### config.mk
export PLATFORM = sky130hd
export DESIGN_NAME = vga_fb_port_ctrl_flat
export DESIGN_NICKNAME = d
export VERILOG_FILES = /design/src/rtl/vga_fb_port_ctrl_if.sv /design/src/rtl/vga_fb_port_ctrl.sv /design/src/flat_wrapper.sv
export SDC_FILE = /design/constraint.sdc
export NUM_CORES = 1
export LEC_CHECK = 0
export CAP_MARGIN = 20
export CORE_MARGIN = 3
export CORE_UTILIZATION = 45
export DETAILED_ROUTE_END_ITERATION = 10
export HOLD_SLACK_MARGIN = 0.1
export PLACE_DENSITY = 0.73
export SYNTH_ARGS = -nofsm -noshare
export SYNTH_HDL_FRONTEND = slang
export SYNTH_SLANG_ARGS = --single-unit
### constraint.sdc
create_clock -name CLK_50MHz -period 3.9 [get_ports CLK_50MHz]
set_input_delay 1.17 -clock CLK_50MHz [delete_from_list [all_inputs] [get_ports CLK_50MHz]]
set_output_delay 1.17 -clock CLK_50MHz [all_outputs]
set_load 0.02 [all_outputs]
### src/rtl/vga_fb_port_ctrl_if.sv
// Framebuffer write/read port bundle: MCU pixel requests, fill engine control
// and the RAM WE/WA1/WD/RD1 port. The controller takes the slave side; the
// MCU-side logic together with the framebuffer RAM form the master side.
interface vga_fb_port_ctrl_if #(
  parameter int ADDR_W = 17,
  parameter int DATA_W = 12
);
  logic              MCU_WE;
  logic              MCU_RE;
  logic [8:0]        MCU_X;
  logic [7:0]        MCU_Y;
  logic [DATA_W-1:0] MCU_WD;
  logic [DATA_W-1:0] MCU_RD;
  logic              MCU_RD_VALID;
  logic              MCU_BUSY;
  logic              FILL_START;
  logic [DATA_W-1:0] FILL_COLOR;
  logic              FILL_DONE;
  logic              RAM_WE;
  logic [ADDR_W-1:0] RAM_WA1;
  logic [DATA_W-1:0] RAM_WD;
  logic [DATA_W-1:0] RAM_RD1;

  modport master (
    output MCU_WE, MCU_RE, MCU_X, MCU_Y, MCU_WD, FILL_START, FILL_COLOR, RAM_RD1,
    input  MCU_RD, MCU_RD_VALID, MCU_BUSY, FILL_DONE, RAM_WE, RAM_WA1, RAM_WD
  );

  modport slave (
    input  MCU_WE, MCU_RE, MCU_X, MCU_Y, MCU_WD, FILL_START, FILL_COLOR, RAM_RD1,
    output MCU_RD, MCU_RD_VALID, MCU_BUSY, FILL_DONE, RAM_WE, RAM_WA1, RAM_WD
  );
endinterface

### src/rtl/vga_fb_port_ctrl.sv
// Framebuffer RAM port sequencer: arbitrates the single WE/WA1/WD/RD1 port
// between MCU pixel accesses and a full-screen fill engine.
//
// state   | meaning
// --------+---------------------------------------------------------------
// IDLE    | accepts MCU write/read or a fill; writes complete in one cycle
// RD_ADDR | read address is on RAM_WA1, RAM is producing RD1
// RD_DATA | RD1 valid, latch it into MCU_RD and pulse MCU_RD_VALID
// FILL    | one pixel written per cycle, addresses 0..WIDTH*HEIGHT-1
module vga_fb_port_ctrl #(
  parameter int WIDTH  = 320,
  parameter int HEIGHT = 240,
  parameter int ADDR_W = 17,
  parameter int DATA_W = 12
) (
  input  logic CLK_50MHz,
  input  logic RST_N,
  vga_fb_port_ctrl_if.slave bus
);

  localparam logic [ADDR_W-1:0] LAST_PIX = ADDR_W'(WIDTH * HEIGHT - 1);

  typedef enum logic [1:0] {IDLE, RD_ADDR, RD_DATA, FILL} state_t;

  state_t            state;
  logic              fill_pend;
  logic [ADDR_W-1:0] fill_cnt;
  logic [DATA_W-1:0] fill_color;
  logic              rd_oor;

  logic [ADDR_W-1:0] mcu_addr;
  logic              mcu_in_range;

  assign mcu_addr     = ADDR_W'(bus.MCU_Y) * ADDR_W'(WIDTH) + ADDR_W'(bus.MCU_X);
  assign mcu_in_range = (int'(bus.MCU_X) < WIDTH) && (int'(bus.MCU_Y) < HEIGHT);

  // A pending fill keeps the MCU locked out so it cannot be starved by requests.
  assign bus.MCU_BUSY = (state != IDLE) || fill_pend;

  // Port sequencer: arbitration, read pipeline and fill address generation.
  always_ff @(posedge CLK_50MHz) begin
    if (!RST_N) begin
      state            <= IDLE;
      fill_pend        <= 1'b0;
      fill_cnt         <= '0;
      fill_color       <= '0;
      rd_oor           <= 1'b0;
      bus.RAM_WE       <= 1'b0;
      bus.RAM_WA1      <= '0;
      bus.RAM_WD       <= '0;
      bus.MCU_RD       <= '0;
      bus.MCU_RD_VALID <= 1'b0;
      bus.FILL_DONE    <= 1'b0;
    end else begin
      bus.RAM_WE       <= 1'b0;
      bus.MCU_RD_VALID <= 1'b0;
      bus.FILL_DONE    <= 1'b0;
      case (state)
        IDLE: begin
          if (fill_pend || (bus.FILL_START && !bus.MCU_WE && !bus.MCU_RE)) begin
            // First fill pixel goes out on this edge so writes are back-to-back.
            fill_pend   <= 1'b0;
            fill_color  <= bus.FILL_COLOR;
            fill_cnt    <= '0;
            bus.RAM_WE  <= 1'b1;
            bus.RAM_WA1 <= '0;
            bus.RAM_WD  <= bus.FILL_COLOR;
            state       <= FILL;
          end else if (bus.MCU_WE) begin
            if (mcu_in_range) begin
              bus.RAM_WE  <= 1'b1;
              bus.RAM_WA1 <= mcu_addr;
              bus.RAM_WD  <= bus.MCU_WD;
            end
            if (bus.FILL_START) fill_pend <= 1'b1;
          end else if (bus.MCU_RE) begin
            bus.RAM_WA1 <= mcu_addr;
            rd_oor      <= !mcu_in_range;
            state       <= RD_ADDR;
            if (bus.FILL_START) fill_pend <= 1'b1;
          end
        end
        RD_ADDR: begin
          state <= RD_DATA;
        end
        RD_DATA: begin
          bus.MCU_RD       <= rd_oor ? '0 : bus.RAM_RD1;
          bus.MCU_RD_VALID <= 1'b1;
          state            <= IDLE;
        end
        FILL: begin
          if (fill_cnt == LAST_PIX) begin
            bus.FILL_DONE <= 1'b1;
            state         <= IDLE;
          end else begin
            fill_cnt    <= fill_cnt + 1'b1;
            bus.RAM_WE  <= 1'b1;
            bus.RAM_WA1 <= fill_cnt + 1'b1;
            bus.RAM_WD  <= fill_color;
          end
        end
        default: state <= IDLE;
      endcase
    end
  end

endmodule

### src/flat_wrapper.sv
// flat-port wrapper written by rule: the top's interface ports become plain ports
module vga_fb_port_ctrl_flat 
#(
  parameter int WIDTH  = 320,
  parameter int HEIGHT = 240,
  parameter int ADDR_W = 17,
  parameter int DATA_W = 12
)
  (CLK_50MHz, RST_N, bus_MCU_WE, bus_MCU_RE, bus_MCU_X, bus_MCU_Y, bus_MCU_WD, bus_FILL_START, bus_FILL_COLOR, bus_RAM_RD1, bus_MCU_RD, bus_MCU_RD_VALID, bus_MCU_BUSY, bus_FILL_DONE, bus_RAM_WE, bus_RAM_WA1, bus_RAM_WD);
  vga_fb_port_ctrl_if #(.ADDR_W(ADDR_W), .DATA_W(DATA_W)) bus_i ();
  input  logic CLK_50MHz;
  input  logic RST_N;
  input wire logic [$bits(bus_i.MCU_WE)-1:0] bus_MCU_WE;
  input wire logic [$bits(bus_i.MCU_RE)-1:0] bus_MCU_RE;
  input wire logic [$bits(bus_i.MCU_X)-1:0] bus_MCU_X;
  input wire logic [$bits(bus_i.MCU_Y)-1:0] bus_MCU_Y;
  input wire logic [$bits(bus_i.MCU_WD)-1:0] bus_MCU_WD;
  input wire logic [$bits(bus_i.FILL_START)-1:0] bus_FILL_START;
  input wire logic [$bits(bus_i.FILL_COLOR)-1:0] bus_FILL_COLOR;
  input wire logic [$bits(bus_i.RAM_RD1)-1:0] bus_RAM_RD1;
  output wire logic [$bits(bus_i.MCU_RD)-1:0] bus_MCU_RD;
  output wire logic [$bits(bus_i.MCU_RD_VALID)-1:0] bus_MCU_RD_VALID;
  output wire logic [$bits(bus_i.MCU_BUSY)-1:0] bus_MCU_BUSY;
  output wire logic [$bits(bus_i.FILL_DONE)-1:0] bus_FILL_DONE;
  output wire logic [$bits(bus_i.RAM_WE)-1:0] bus_RAM_WE;
  output wire logic [$bits(bus_i.RAM_WA1)-1:0] bus_RAM_WA1;
  output wire logic [$bits(bus_i.RAM_WD)-1:0] bus_RAM_WD;
  assign bus_i.MCU_WE = bus_MCU_WE;
  assign bus_i.MCU_RE = bus_MCU_RE;
  assign bus_i.MCU_X = bus_MCU_X;
  assign bus_i.MCU_Y = bus_MCU_Y;
  assign bus_i.MCU_WD = bus_MCU_WD;
  assign bus_i.FILL_START = bus_FILL_START;
  assign bus_i.FILL_COLOR = bus_FILL_COLOR;
  assign bus_i.RAM_RD1 = bus_RAM_RD1;
  assign bus_MCU_RD = bus_i.MCU_RD;
  assign bus_MCU_RD_VALID = bus_i.MCU_RD_VALID;
  assign bus_MCU_BUSY = bus_i.MCU_BUSY;
  assign bus_FILL_DONE = bus_i.FILL_DONE;
  assign bus_RAM_WE = bus_i.RAM_WE;
  assign bus_RAM_WA1 = bus_i.RAM_WA1;
  assign bus_RAM_WD = bus_i.RAM_WD;
  vga_fb_port_ctrl #(.WIDTH(WIDTH), .HEIGHT(HEIGHT), .ADDR_W(ADDR_W), .DATA_W(DATA_W)) u_core (.CLK_50MHz(CLK_50MHz), .RST_N(RST_N), .bus(bus_i));
endmodule
Yosys cells after proc, flatten, opt, wreduce, memory -nomap -nowiden

Cells that the tools add are included.

Output and inout port bits: 45
Bits of input ports: 58
Register bits: 77
Word-level logic and storage cells: 81

Bitwise logic cells: 2
Multiplexer cells: 30
$mul: 1
Add/sub/neg operators: 2
Reduce and logical (&&, ||, !) cells: 20
Magnitude comparators: 2
Equal/unequal tests: 13

Operators by type and width:

| kind                                                                 | number |
|---|---|
| 17-bit two-way mux                                                   | 6 |
| 17-bit one-hot mux with 2 select lines                               | 2 |
| 12-bit two-way mux                                                   | 5 |
| 12-bit one-hot mux with 2 select lines                               | 1 |
| 17-bit by 1-bit adder with 17-bit output (second input constant)     | 1 |
| 17-bit by 9-bit adder with 17-bit output                             | 1 |
| 17-bit == test (second input constant)                               | 1 |
| 4-bit AND reduction                                                  | 3 |
| 8-bit by 3-bit multiplier with 11-bit output (second input constant) | 1 |
| 1-bit two-way mux                                                    | 10 |
| 9-bit less-than comparator (second input constant)                   | 1 |
| 3-bit by 2-bit != test with 1-bit output (second input constant)     | 3 |
| 8-bit less-than comparator (second input constant)                   | 1 |
| 2-bit two-way mux                                                    | 4 |
| 2-bit one-hot mux with 4 select lines                                | 1 |
| 2-bit AND reduction                                                  | 3 |
| 3-bit AND reduction                                                  | 2 |
| 2-bit == test (second input constant)                                | 2 |
| 2-bit by 1-bit != test with 1-bit output (second input constant)     | 2 |
| 4-bit by 2-bit != test with 1-bit output (second input constant)     | 1 |
| 4-bit by 3-bit != test with 1-bit output (second input constant)     | 1 |
| 2-bit nonzero test                                                   | 2 |
| 1-bit logical AND                                                    | 3 |
| 1-bit logical NOT                                                    | 3 |
| 8 further kinds                                                      | 10 |

Depth between registers and ports, before layout

Gate-level depths: netlist (run 1).

Depth after elaboration: 6
Depth in mapped cells: 11

Least setup slack after synthesis (run 1)

OpenSTA, ideal clock, no wires.

Kind: input-to-reg
Start: in bus_MCU_Y[1]
End: reg u_core.bus.RAM_WA1[14]
Setup time: 0.123 ns
Setup slack: 0.442 ns
Arrival: 3.335 ns
Buffers on the path: 0
Required time: 3.777 ns
Stages on the path: 9
Cell sequence: ha_1 ha_1 fa_1 a211oi_1 nor2_1 or2_2 o31a_1 o21ai_0 a31oi_1

Longest elaborated chain between the ends: 6

RTL lines:

| item                                         | RTL line                                       | source |
|---|---|---|
| start: declaration                           | flat_wrapper.sv:16                             | `input wire logic [$bits(bus_i.MCU_Y)-1:0] bus_MCU_Y;` |
| 8-bit by 3-bit multiplier with 11-bit output | vga_fb_port_ctrl.sv:34                         | `assign mcu_addr = ADDR_W'(bus.MCU_Y) * ADDR_W'(WIDTH) + ADDR_W'(bus.MCU_X);` |
| 17-bit by 9-bit adder with 17-bit output     | vga_fb_port_ctrl.sv:34                         |  |
| 17-bit two-way mux, on equally long branches | vga_fb_port_ctrl.sv:76, vga_fb_port_ctrl.sv:70 |  |
| 17-bit two-way mux                           | vga_fb_port_ctrl.sv:69                         | `end else if (bus.MCU_WE) begin` |
| 17-bit two-way mux                           | vga_fb_port_ctrl.sv:60                         | `if (fill_pend \|\| (bus.FILL_START && !bus.MCU_WE && !bus.MCU_RE)) begin` |
| 17-bit one-hot mux with 2 select lines       | vga_fb_port_ctrl.sv:58                         | `case (state)` |
| end signal: assignment                       | vga_fb_port_ctrl.sv:72                         | `bus.RAM_WA1 <= mcu_addr;` |
| end signal: assignment                       | vga_fb_port_ctrl.sv:77                         | `bus.RAM_WA1 <= mcu_addr;` |
| end signal: assignment                       | vga_fb_port_ctrl.sv:98                         | `bus.RAM_WA1 <= fill_cnt + 1'b1;` |
| end: declaration                             | vga_fb_port_ctrl_if.sv:31                      | `output MCU_RD, MCU_RD_VALID, MCU_BUSY, FILL_DONE, RAM_WE, RAM_WA1, RAM_WD` |

Several ways; a longest one is shown, not always the timed one. The select of a mux whose other input is x is not followed.
A chain may end at the register's enable or synchronous reset.

Worst setup path after layout (run 1)

Start: in bus_MCU_Y[3]
End: reg u_core.bus.RAM_WA1[14]

The elaborated chain is that of the path after synthesis.

==> impl_metrics.yaml, run 1 <==
job:
  cap_viol_max_count: 0
power:
  power_frac_clock: 0.161
  seq_power_share: 0.289
  p_leak_nw: 2.24
  p_switching_mw: 1.57
  power.share.switching: 0.418
  p_int_mw: 2.18
  power_frac_comb: 0.550
  ir_drop_uv: 312
  p_per_area_mw_per_mm2: 652
  finalPower_mw: 3.75
routing:
  drtAntennaViolNets: 0
  drt-vias-per-instance: 5.40
  drt-initial-drc-count: 211
  vias: 4104
  drc_errors: 0
  firstDrtPassIters: 5
  routedWlPerCell_um: 15.0
  drt_wl_total_um: 11400
logic_synthesis:
  synth_edf_count: 0
  syn_avg_cell_area_um2: 8.27
  synth_seq_area_share: 0.352
  yosysTopAreaCell: "dfxtp_1"
  ys.flop_type: "dfxtp_1"
  synth.top_cells.by_area: "dfxtp_1 (35%), mux2i_1 (7.1%), a21oi_1 (7.0%)"
  syn_nets: 610
  ys_ff_latch: 77
  synth_top_area_share: 0.352
  muxShareOfSynthArea: 0.0735
  synthCells: 529
  synthAdderAreaFrac: 0.0692
  synth_cell_types: 56
  netlist_area_mm2: 0.00438
  yosysWarnings: 0
  synth_xor_area_frac: 0.0420
  synthArstFlopShare: 0
  yosys.area_share.simple: 0.217
  synth_top_family_by_area: "simple AND/OR/NAND/NOR gates"
  synth_compound_area_frac: 0.201
cts:
  cts_made_buffers: 9
  hold_buffers: 0
  cts.sinks: 77
  htreeDepth: 3
  cts.path.max_buffers: 2
  clock_latency_ns: 0.35
  root_buffer: "clkbuf_8"
  post_cts_buffers: 0
  clk_pin_slew_ns: 0.08
  cts_tree: "done"
  cts_resized: 0
worst_hold_path:
  whs_endpoint: "u_core.fill_color[4]$_SDFFE_PN0P_"
  whs_path_depth: 2
  hp-class: "reg -> reg"
  worstHoldStart: "u_core.fill_color[4]$_SDFFE_PN0P_"
global_route:
  track_usage: 0.206
  gr-total-overflow: 0
  antenna_found_initial: 0
  grt_pass1_wl_um: 18900
  grt_pass1_vias: 3953
  grt_max_degree: 65
setup_path:
  required_ns: 4.14
  critPathSlowestCell: "clkdlybuf4s50_1"
  worst_setup_path_end_kind: "flip-flop"
  crit_fanout: 4
  regToRegSetupSlack_ns: 1.27
  crit_top_cell: "ha_1"
  cp.arrival_ns: 3.84
  max_stage_delay_ns: 0.49
  cp-start-kind: "primary input"
  reg2reg_to: "u_core.fill_cnt[9]$_SDFFE_PN0P_"
  cp_cell_sequence: "clkdlybuf4s50_1 > ha_1 > ha_1 > fa_1 > a211oi_1 > nor2_1 > or2_2 > o31a_1 > o21ai_0 > a31oi_1"
  timing.rr.start: "u_core.fill_cnt[0]$_SDFFE_PN0P_"
  critPathKind: "in -> reg"
  reg2reg_depth: 6
cells_and_area:
  final_common_cell: "clkdlybuf4s50_1"
  synthToLayoutAreaGrowth_pct: 31.4
  drive_gt1_frac: 0.0872
  design_area_mm2: 0.00575
  multi_input_area_mm2: 0.00265
  n_fill_cell: 821
  fin_util: 0.616
  layout.area.seq_mm2: 0.00154
  nets: 708
  layout_common_cells: "clkdlybuf4s50_1 (102), dfxtp_1 (77), a21oi_1 (59)"
  diodes: 0
placed_design:
  dp_hpwl_um: 8340
  pre_cts_ws_ns: -0.0910
  port_buffers: 102
  place.gp.congestion: 0.824
  place_area_mm2: 0.00556
die:
  die_w_um: 105
  die_area_mm2: 0.0109
  rows: 35
  die_h_um: 105
  core_mm2: 0.00933
  io_pins: 103
  initial_core_util: 0.469
sta:
  finalSetupViolations: 0
  slew_headroom: 0.467
  setup_slack_ns: 0.295
  period_share: 0.924
  tns_ns: 0
  drv_slew: 0
  clock.fmax_mhz: 277
  tightest_slew_ns: 0.798
  period_needed_ns: 3.61
  finalHoldViolations: 0
  clock_skew_ns: 0.00840
  rsz0062_at_grt: "no"
status:
  status: "finished, final reports clean"
cell type report:
type                       instances  area share
tap                              129      0.0281
multi-input combinational        409       0.461
timing repair buffer             121       0.205
sequential                        77       0.268
clock inverter                     5      0.0107
inverter                           9     0.00588
clock buffer                      10      0.0222
cell usage after synthesis (3+ instances only):
master    number
nor4_1         7
nor3_1         8
o22ai_1        7
xor2_1        10
a22oi_1        3
nand4_1        6
nand2_1       55
a21oi_1       61
o21ai_0       19
o21a_1         3
a211o_1        5
clkbuf_1      25
inv_1          9
o21ai_1        5
and3_1         4
a21o_1         4
nor2b_1       13
and2_1         6
a31oi_1        3
or2_2          5
nor2_1        49
xnor2_1       11
a211oi_1       3
a211oi_2       5
or3_1         10
nand3_1       27
mux2i_1       31
dfxtp_1       77
ha_1          21
nand2b_1       4
worst max-delay path, delay by kind of cell:
kind	cells	cell delay, ns
AOI/OAI and AO/OA	4	0.88
adders and majority gates	3	0.86
buffers and inverters	1	0.49
and+or+nand+nor	2	0.44
stage by stage:
step | std cells | hold WS, ns
floorplan | 529 | 0.437
global placement | 745 | 0.441
detailed placement | 745 | 0.449
CTS | 760 | 0.461
global route | 760 | 0.471
finish | 760 | 0.459
routing by layer:
metal,vias to the layer above,part of all wire,track usage
met4,0,0.012,0.0506
met1,1923,0.48,0.287
met5,-,0,0
met3,10,0.038,0.0377
met2,95,0.46,0.332
li1,2076,-,-
flip-flops by register name, summed over array words and instances (netlist names):
name                     count
u_core.bus.RAM_WA1          17
u_core.fill_cnt             17
u_core.bus.MCU_RD           12
u_core.bus.RAM_WD           12
u_core.fill_color           12
u_core.state                 2
u_core.bus.FILL_DONE         1
u_core.bus.MCU_RD_VALID      1
u_core.bus.RAM_WE            1
u_core.fill_pend             1
u_core.rd_oor                1
logic make-up (layout without fill, tap and decap cells):
group	Yosys count	in the layout
adder cells (fa/ha/maj)	23	23
AO/OA/AOI/OAI	134	134
buffers and inverters	43	145
AND/OR/NAND/NOR	199	199
multiplexers	32	32
flip-flops	77	77
XOR/XNOR	21	21
power groups by stage:
stage                     Combinational [mW]  Sequential, mW  Clock [mW]
after floorplan                         1.23            1.27           0
after global placement                  2.01            1.09           0
after detailed placement                2.06            1.10           0
after CTS                               2.07            1.09       0.612
after global routing                    2.24            1.11       0.642
final                                   2.06            1.08       0.604
worst max-delay path by stage:
stage,from,end,slack (ns),depth (start not counted)
2_1_floorplan,bus_MCU_Y[1],u_core.bus.RAM_WA1[14]$_SDFFE_PN0P_,0.44,9
3_3_place_gp,bus_MCU_Y[1],u_core.bus.RAM_WA1[14]$_SDFFE_PN0P_,-0.03,10
4_1_cts,bus_MCU_Y[1],u_core.bus.RAM_WA1[14]$_SDFFE_PN0P_,0.28,10
3_5_place_dp,bus_MCU_Y[1],u_core.bus.RAM_WA1[14]$_SDFFE_PN0P_,-0.09,10
6_report,bus_MCU_Y[3],u_core.bus.RAM_WA1[14]$_SDFFE_PN0P_,0.29,10
5_1_grt,bus_MCU_Y[2],u_core.bus.RAM_WA1[15]$_SDFFE_PN0P_,0.13,9
No activity file was read; power rests on OpenSTA's default activity.
==> run 2, diff against run 1 <==
PLACE_DENSITY = unset   (was 0.73)
PLACE_DENSITY_LB_ADDON = 0.25   (was unset)
SKIP_LAST_GASP = 1   (was unset)
==> impl_metrics.yaml, run 2 (synthesis results as in run 1) <==
cts:
  hold_buffers: 0
  clk_pin_slew_ns: 0.09
  cts_made_buffers: 9
  cts.sinks: 77
  cts_tree: "done"
  root_buffer: "clkbuf_8"
  cts.path.max_buffers: 2
  htreeDepth: 3
  clock_latency_ns: 0.35
routing:
  drtAntennaViolNets: 0
  drc_errors: 0
  drt-vias-per-instance: 5.51
  vias: 4185
  routedWlPerCell_um: 15.7
  drt_wl_total_um: 11900
  firstDrtPassIters: 5
  drt-initial-drc-count: 245
placed_design:
  port_buffers: 102
  pre_cts_ws_ns: -0.153
  place_area_mm2: 0.00554
  dp_hpwl_um: 8670
  place.gp.congestion: 0.847
setup_path:
  crit_fanout: 4
  max_stage_delay_ns: 0.49
  critPathSlowestCell: "clkdlybuf4s50_1"
  worst_setup_path_end_kind: "flip-flop"
  crit_top_cell: "ha_1"
  crit_buf_inv: 1
  path_delay_family: "compound AO/OA/AOI/OAI gates"
  critPathKind: "in -> reg"
  cp.arrival_ns: 3.86
  required_ns: 4.13
  cp-start-kind: "primary input"
  cp_cell_sequence: "clkdlybuf4s50_1 > ha_1 > ha_1 > fa_1 > a211oi_2 > nor2_1 > or2_2 > o31a_1 > o21ai_0 > a31oi_1"
sta:
  finalHoldViolations: 0
  period_share: 0.931
  holdWs_ns: 0.462
  period_needed_ns: 3.63
  setup_slack_ns: 0.271
  clock_skew_ns: 0.0107
  tns_ns: 0
  clock.fmax_mhz: 276
  slew_headroom: 0.468
  drv_slew: 0
  rsz0062_at_grt: "no"
  finalSetupViolations: 0
  tightest_slew_ns: 0.795
die:
  rows: 35
  die_h_um: 105
  core_mm2: 0.00933
  io_pins: 103
  die_area_mm2: 0.0109
  die_w_um: 105
  initial_core_util: 0.469
global_route:
  grt_max_degree: 43
  track_usage: 0.215
  grt_pass1_wl_um: 19700
  grt_pass1_vias: 4020
  gr-total-overflow: 0
  antenna_found_initial: 0
power:
  ir_drop_uv: 352
  p_leak_nw: 2.25
  p_per_area_mw_per_mm2: 654
cells_and_area:
  design_area_mm2: 0.00574
  drive_gt1_frac: 0.0889
  nets: 707
  synthToLayoutAreaGrowth_pct: 31.2
  layout_common_cells: "clkdlybuf4s50_1 (102), dfxtp_1 (77), a21oi_1 (59)"
  diodes: 0
  reg_top3: "u_core.bus.RAM_WA1: 17 flops, u_core.fill_cnt: 17 flops"
  final_common_cell: "clkdlybuf4s50_1"
  fin_util: 0.616
status:
  status: "finished, final reports clean"
worst_hold_path:
  hp-class: "reg -> reg"
job:
  cap_viol_max_count: 0
-- run 2: changes by cell type in the layout (fill, tap and decap cells not counted), sizes merged --
cell | before | now
buf | 19 | 18
clkinvlp | 3 | 1
clkinv | 0 | 2
-- run 2: worst reg2reg max path, stage by stage (launching register included) --
cell,delay [ns]
dfxtp_1,0.42
ha_1,0.25
nand3_1,0.20
or3_1,0.57
o311ai_4,0.72
o21ai_0,0.20
and2_1,0.19
-- run 2: layout make-up --
class,count,area (um^2)
Sequential cell,77,1540
Fill cell,838,3580
Tap cell,129,161
Clock inverter,5,60.1
Clock buffer,10,138
Timing Repair Buffer,120,1160
Inverter,9,33.8
Multi-Input combinational cell,409,2650
-- run 2: metal layers --
layer	share of wire	wire length, um	global-route usage
met1	0.49	5770	0.304
met2	0.46	5490	0.345
met3	0.045	533	0.0321
met4	0.0080	95	0.0534
met5	0	0	0
-- run 2: final timing paths --
check	from	end	slack (ns)	cells past startpoint
setup / recovery	bus_MCU_Y[3]	u_core.bus.RAM_WA1[14]$_SDFFE_PN0P_	0.27	10
hold / removal	u_core.fill_color[10]$_SDFFE_PN0P_	u_core.fill_color[10]$_SDFFE_PN0P_	0.46	2
hold reg to reg	u_core.fill_color[10]$_SDFFE_PN0P_	u_core.fill_color[10]$_SDFFE_PN0P_	0.46	2
setup reg to reg	u_core.fill_cnt[0]$_SDFFE_PN0P_	u_core.fill_cnt[9]$_SDFFE_PN0P_	1.26	6
-- run 2: timing repair --
item / 4_1_cts / 5_1_grt
gates resized for setup: 0 / 1
buffers inserted: 0 / 0
endpoints found under the hold margin: 0 / 0
endpoints found under the setup margin: 0 / 1
-- run 2: metrics by stage --
stage | power (mW) | cells
global placement | 3.08 | 744
global route | 3.98 | 759
finish | 3.76 | 759
detailed placement | 3.13 | 744
CTS | 3.76 | 759
floorplan | 2.50 | 529
-- run 2: power by group --
| group | internal [mW] | switching [mW] | total [mW] |
|---|---|---|---|
| Clock | 0.312 | 0.310 | 0.622 |
| Combinational | 0.887 | 1.16 | 2.05 |
| Sequential | 0.979 | 0.105 | 1.08 |
| Total | 2.18 | 1.58 | 3.76 |
